[src/rtl/alu_sequencer.sv]
// alu_sequencer: multi-cycle fetch/decode/execute/writeback controller
// that drives the 8-bit ALU and the 4-entry register file.
module alu_sequencer #(
   parameter logic [7:0] RESET_PC     = 8'h00,
   parameter bit         ILLEGAL_HALT = 1'b0
) (
   input  logic       clk,
   input  logic       rst_n,
   output logic       instr_req,
   output logic [7:0] instr_addr,
   input  logic       instr_valid,
   input  logic [7:0] instr_data,
   output logic [1:0] rf_ra1,
   output logic [1:0] rf_ra2,
   output logic [2:0] alu_ctrl,
   output logic       alu_flag,
   input  logic [7:0] alu_out,
   input  logic       alu_ovf,
   output logic       rf_we,
   output logic [1:0] rf_wa,
   output logic [7:0] rf_wd,
   output logic       ovf_flag,
   output logic       err,
   output logic       halt,
   output logic [7:0] pc
);

   typedef enum logic [2:0] {
      S_IDLE,
      S_FETCH,
      S_DECODE,
      S_EXEC,
      S_WB,
      S_HALTED
   } state_e;

   state_e     state_q, state_d;
   logic [7:0] pc_q, pc_d;
   logic [7:0] ir_q, ir_d;
   logic [1:0] ra1_q, ra1_d;
   logic [1:0] ra2_q, ra2_d;
   logic [2:0] ctrl_q, ctrl_d;
   logic       flag_q, flag_d;
   logic [7:0] res_q, res_d;
   logic       ovf_q, ovf_d;
   logic       err_q, err_d;

   logic [2:0] op;
   logic       op_halt;
   logic       op_ill;

   assign op      = ir_q[7:5];
   assign op_halt = (op == 3'b111);
   assign op_ill  = (op == 3'b001) || (op == 3'b010) ||
                    (op == 3'b101) || (op == 3'b110);

   always_ff @(posedge clk or negedge rst_n) begin
      if (!rst_n) begin
         state_q <= S_IDLE;
         pc_q    <= RESET_PC;
         ir_q    <= 8'h00;
         ra1_q   <= 2'd0;
         ra2_q   <= 2'd0;
         ctrl_q  <= 3'b000;
         flag_q  <= 1'b0;
         res_q   <= 8'h00;
         ovf_q   <= 1'b0;
         err_q   <= 1'b0;
      end else begin
         state_q <= state_d;
         pc_q    <= pc_d;
         ir_q    <= ir_d;
         ra1_q   <= ra1_d;
         ra2_q   <= ra2_d;
         ctrl_q  <= ctrl_d;
         flag_q  <= flag_d;
         res_q   <= res_d;
         ovf_q   <= ovf_d;
         err_q   <= err_d;
      end
   end

   always_comb begin
      state_d = state_q;
      pc_d    = pc_q;
      ir_d    = ir_q;
      ra1_d   = ra1_q;
      ra2_d   = ra2_q;
      ctrl_d  = ctrl_q;
      flag_d  = flag_q;
      res_d   = res_q;
      ovf_d   = ovf_q;
      err_d   = err_q;
      unique case (state_q)
         S_IDLE: state_d = S_FETCH;
         S_FETCH: begin
            if (instr_valid) begin
               ir_d    = instr_data;
               state_d = S_DECODE;
            end
         end
         S_DECODE: begin
            ra1_d  = ir_q[3:2];
            ra2_d  = ir_q[1:0];
            ctrl_d = op;
            flag_d = ir_q[4];
            unique case (1'b1)
               op_halt: state_d = S_HALTED;
               op_ill: begin
                  err_d = 1'b1;
                  if (ILLEGAL_HALT) begin
                     state_d = S_HALTED;
                  end else begin
                     pc_d    = pc_q + 8'd1;
                     state_d = S_FETCH;
                  end
               end
               default: state_d = S_EXEC;
            endcase
         end
         S_EXEC: begin
            res_d   = alu_out;
            // logic ops leave the ALU carry undefined, so never let it through
            ovf_d   = (ctrl_q == 3'b000) ? 1'b0 : alu_ovf;
            state_d = S_WB;
         end
         S_WB: begin
            pc_d    = pc_q + 8'd1;
            state_d = S_FETCH;
         end
         S_HALTED: state_d = S_HALTED;
         default:  state_d = S_IDLE;
      endcase
   end

   assign instr_req  = (state_q == S_FETCH);
   assign instr_addr = pc_q;
   assign rf_ra1     = ra1_q;
   assign rf_ra2     = ra2_q;
   assign alu_ctrl   = ctrl_q;
   assign alu_flag   = flag_q;
   assign rf_we      = (state_q == S_WB);
   assign rf_wa      = ra1_q;
   assign rf_wd      = res_q;
   assign ovf_flag   = ovf_q;
   assign err        = err_q;
   assign halt       = (state_q == S_HALTED);
   assign pc         = pc_q;

endmodule

[config.mk]
export PLATFORM = sky130hd
export DESIGN_NAME = alu_sequencer
export DESIGN_NICKNAME = d
export VERILOG_FILES = /design/src/rtl/alu_sequencer.sv
export SDC_FILE = /design/constraint.sdc
export NUM_CORES = 1
export LEC_CHECK = 0
export CAP_MARGIN = 20
export CORE_ASPECT_RATIO = 1.1
export CORE_MARGIN = 4
export CORE_UTILIZATION = 40
export CTS_CLUSTER_SIZE = 28
export DETAILED_ROUTE_END_ITERATION = 8
export PLACE_DENSITY = 0.76
export SKIP_CTS_REPAIR_TIMING = 1
export SYNTH_ARGS = -nofsm -noshare
export SYNTH_HDL_FRONTEND = slang
export SYNTH_SLANG_ARGS = --single-unit
[constraint.sdc]
create_clock -name clk -period 1.65 [get_ports clk]
set_clock_uncertainty 0.15 [all_clocks]
set_input_delay 0.33 -clock clk [delete_from_list [all_inputs] [get_ports clk]]
set_output_delay 0.33 -clock clk [all_outputs]
set_load 0.02 [all_outputs]
==> impl_summary.log <==
INFO  metric postLayoutCoreUtil = 0.6654
INFO  metric crit-reg2reg-capture = instr_addr[6]
INFO  metric worst_hold_path.num_cells = 1
INFO  metric die_y = around 76 um
INFO  metric holdCritStartpoint = err
INFO  metric min_period = 1.677 ns
INFO  metric drt_pre_antenna_iters = 4
INFO  metric seq_power_share = 0.331
INFO  metric synth_simple_gate_area_frac = 0.09524
INFO  metric rsz0062_at_grt = yes
INFO  metric dr_total_vias = about 1,200
INFO  metric yosysWarnings = 0
INFO  metric kind_of_path_behind_the_tightest_hold_check = register to register
INFO  metric power-per-cell-area = roughly 1900 nW/um^2
INFO  metric critPathCaptureType = primary output
INFO  metric fp.dieArea = ~5300 um^2
INFO  metric numCtsBuffers = 5
INFO  metric synth_async_sr_flop_share = 1.000
INFO  metric clkSinkCount = 37
INFO  metric clock_tree.htree_level_count = 2
INFO  metric total_standard_cell_area_after_synthesis = between 1500 and 2000 um^2
INFO  metric rr_startpoint = ir_q[5]
INFO  metric irDropWorstVdd = 0.001036 V
INFO  metric critical_path_peak_fanout = 8
INFO  metric cp_data_required_time = around 1.2 ns
INFO  metric detail_route.vias_per_cell = ~5
INFO  metric postSynthRegisterBits = 37
INFO  metric clock_power_share = 0.135
INFO  metric setup_ws = -0.02700 ns
INFO  metric syn_area_per_cell = 13.56 um^2
INFO  metric count_of_unresolved_drc_violations_after_routing = 0
INFO  metric antenna_violating_nets_post_route = 0
INFO  metric die_width = ~70 um
INFO  metric criticalPathCategory = register to primary output
INFO  metric grt_use_total = 0.1375
INFO  metric grt_pass1_wl = 5.961 mm
INFO  metric timing_worst_slew_pin_value = roughly 0.57 ns
INFO  metric detail_route.wirelength = between 3 and 4 mm
INFO  metric core_region_area = about 4000 um^2
INFO  metric min_to = err
INFO  metric ys_dominant_reg_cell = sky130_fd_sc_hd__dfrtp_1
INFO  metric globalRoute.totalOverflow = 0
INFO  metric crit_path_start_kind = register
INFO  metric achievable-frequency = roughly 600 MHz
INFO  metric synthesis.instances = 124
INFO  metric worst-endpoint-arrival = between 1 and 1.5 ns
INFO  metric post_synth_fa_ha_maj_area_fraction = 0.01488
INFO  metric routed_wire_length_per_instance = about 15 um
INFO  metric clkTransAtPathRegs = around 0.07 ns
INFO  metric synth-compound-area-share = 0.06324
INFO  metric post_route_cells_drive_above_1_share = 0.3776
INFO  metric synthMuxAreaShare = 0.1607
INFO  metric detailed_place_hpwl = ~2.7 mm
INFO  metric gp_congestion = ~0.80
INFO  metric timing.final.hold_violations = 0
INFO  metric cts_tree = built
INFO  metric clock_path_buffers = 2
INFO  metric floorplan.rows = 24
INFO  metric cell_internal_pwr = roughly 3200 uW
INFO  metric detailedRoute.firstIterationViolations = 30
INFO  metric timing.final.max_slew_violations = 0
INFO  metric power.leakage = around 0.0015 uW
INFO  metric area_growth = 59.23%
INFO  metric pin_count_of_the_biggest_net_entering_global_routing = 27
INFO  metric fillers = about 310
INFO  metric number_of_global_route_vias_before_repair = ~1,300
INFO  metric antenna_violations_before_repair = 0
INFO  metric dp_cells = roughly 240
INFO  metric clock_latency = 0.28 ns
INFO  metric r2r_cells = 5
INFO  metric starting_density_of_the_core = 0.4179
INFO  metric synth_top_family_by_area = multiplexers
INFO  metric layout.cells.non_filler = ~250
INFO  metric max_cap_viol = 0
INFO  metric postSynthNetCount = 146
INFO  metric failed_checks = negative setup slack
INFO  metric critical_path.startpoint = state_q[2]
INFO  metric nNetsFinal = about 220
INFO  metric run_status = finished with violations
INFO  metric relative_slew_slack = 0.6209
INFO  metric yosys.area_share.xor_xnor = 0.03646
INFO  metric setup_viol = 3
INFO  metric synth_edf_count = 0
INFO  metric power.switching_fraction = 0.3597
INFO  metric regToRegSetupSlack = roughly 0.02 ns
INFO  metric boundaryPins = between 50 and 60
INFO  metric cts.root.buffer_cell = sky130_fd_sc_hd__clkbuf_8
INFO  metric power_frac_comb = 0.534
INFO  metric inserted_diodes = 0
INFO  metric synth.yosys.seq_area_share = 0.5506
INFO  metric period_utilization_post_route = 1.016
INFO  metric port-buffer-count = 58
INFO  metric net-switching-power = 1795 uW
INFO  metric synth.distinct_cells = 33
==> cell usage in the layout, fill, tap and decap left out, types with 2 or more instances in the layout <==
cell type / n
sky130_fd_sc_hd__nor2_1: 4
sky130_fd_sc_hd__buf_4: 15
sky130_fd_sc_hd__xnor2_1: 7
sky130_fd_sc_hd__nor3b_4: 2
sky130_fd_sc_hd__ha_4: 2
sky130_fd_sc_hd__buf_6: 8
sky130_fd_sc_hd__dfrtp_2: 5
sky130_fd_sc_hd__mux2_2: 17
sky130_fd_sc_hd__dlymetal6s2s_1: 36
sky130_fd_sc_hd__nor2b_1: 3
sky130_fd_sc_hd__o211ai_1: 3
sky130_fd_sc_hd__dfrtp_1: 32
sky130_fd_sc_hd__mux2_4: 7
sky130_fd_sc_hd__o21ai_0: 2
sky130_fd_sc_hd__clkdlybuf4s50_1: 18
sky130_fd_sc_hd__clkbuf_8: 7
==> registers in the layout, indices dropped and copies added, names as in the netlist <==
signal      cells
instr_addr      8
ovf_flag        1
alu_flag        1
rf_ra1          2
state_q         3
alu_ctrl        3
rf_wd           8
err             1
ir_q            8
rf_ra2          2
==> logic make-up (layout without fill, tap and decap cells) <==
logic type,after synthesis,after routing
AOI/OAI and AO/OA,15,15
xor gates and xnor gates,7,7
adders and majority gates,2,2
buffers and inverters,18,90
DFF,37,37
muxes,24,24
and+or+nand+nor,21,21
==> Yosys cell counts (all sizes together) (2+ instances only) <==
library cell / count / area share
nor2b: 3 / 0.011
xnor2: 7 / 0.036
and2: 2 / 0.0074
inv: 2 / 0.0045
o211ai: 3 / 0.013
nor2: 4 / 0.0089
o2111ai: 2 / 0.010
nor3b: 3 / 0.023
o21ai: 3 / 0.0089
and3: 2 / 0.0074
mux2: 24 / 0.16
dfrtp: 37 / 0.55
buf: 15 / 0.071
ha: 2 / 0.015
==> worst max path at each step <==
stage              end  slack, ns
3_3_place_gp     rf_we      -0.20
4_1_cts          rf_we      -0.55
2_1_floorplan  ir_q[0]      -0.02
5_1_grt          rf_we       -0.1
6_report         rf_we      -0.03
3_5_place_dp     rf_we      -0.23
==> metal layers <==
metal,wire length [um],GRT usage,vias up,part of all wire
met1,1461,0.1461,597,0.39
met5,0,0,-,0
met4,0,0.02874,0,0
li1,-,-,575,-
met3,290,0.06464,0,0.078
met2,1960,0.2467,48,0.53
==> area by class of cell <==
type                       count  area (um^2)  area share
clock buffer                   7        96.34     0.03598
clock inverter                 1        5.005    0.001869
inverter                       2        7.507    0.002804
sequential                    37        932.1      0.3481
multi-input combinational     69        718.2      0.2682
tap                           52        65.06     0.02430
timing repair buffer          80        853.3      0.3187
==> through the flow <==
stage	TNS (ns)	instance area (um^2)	total power (uW)	hold WS, ns	worst slack [ns]
final	-0.03715	2678	4990	0.3129	-0.02700
after global routing	-0.4180	2678	5298	0.3494	-0.09945
after CTS	-7.061	2474	4883	-0.09755	-0.5501
after detailed placement	-2.009	2372	4187	0.2102	-0.2343
after global placement	-1.267	2372	4070	0.2026	-0.1975
after floorplan	-0.2114	1712	3100	-0.1156	-0.02488
==> critical path, cell delays in order (launching register included) <==
cell and delay, ns:
sky130_fd_sc_hd__dfrtp_2 0.47, sky130_fd_sc_hd__nor3b_4 0.24, sky130_fd_sc_hd__clkbuf_2 0.20
==> power groups by stage <==
stage          Combinational, uW  Clock (uW)  Sequential, uW
2_1_floorplan               1200           0            1900
3_3_place_gp                2450           0            1620
3_5_place_dp                2530           0            1660
4_1_cts                     2540         697            1640
5_1_grt                     2850         739            1710
6_report                    2660         675            1650
(Power assumes the default switching activity.)
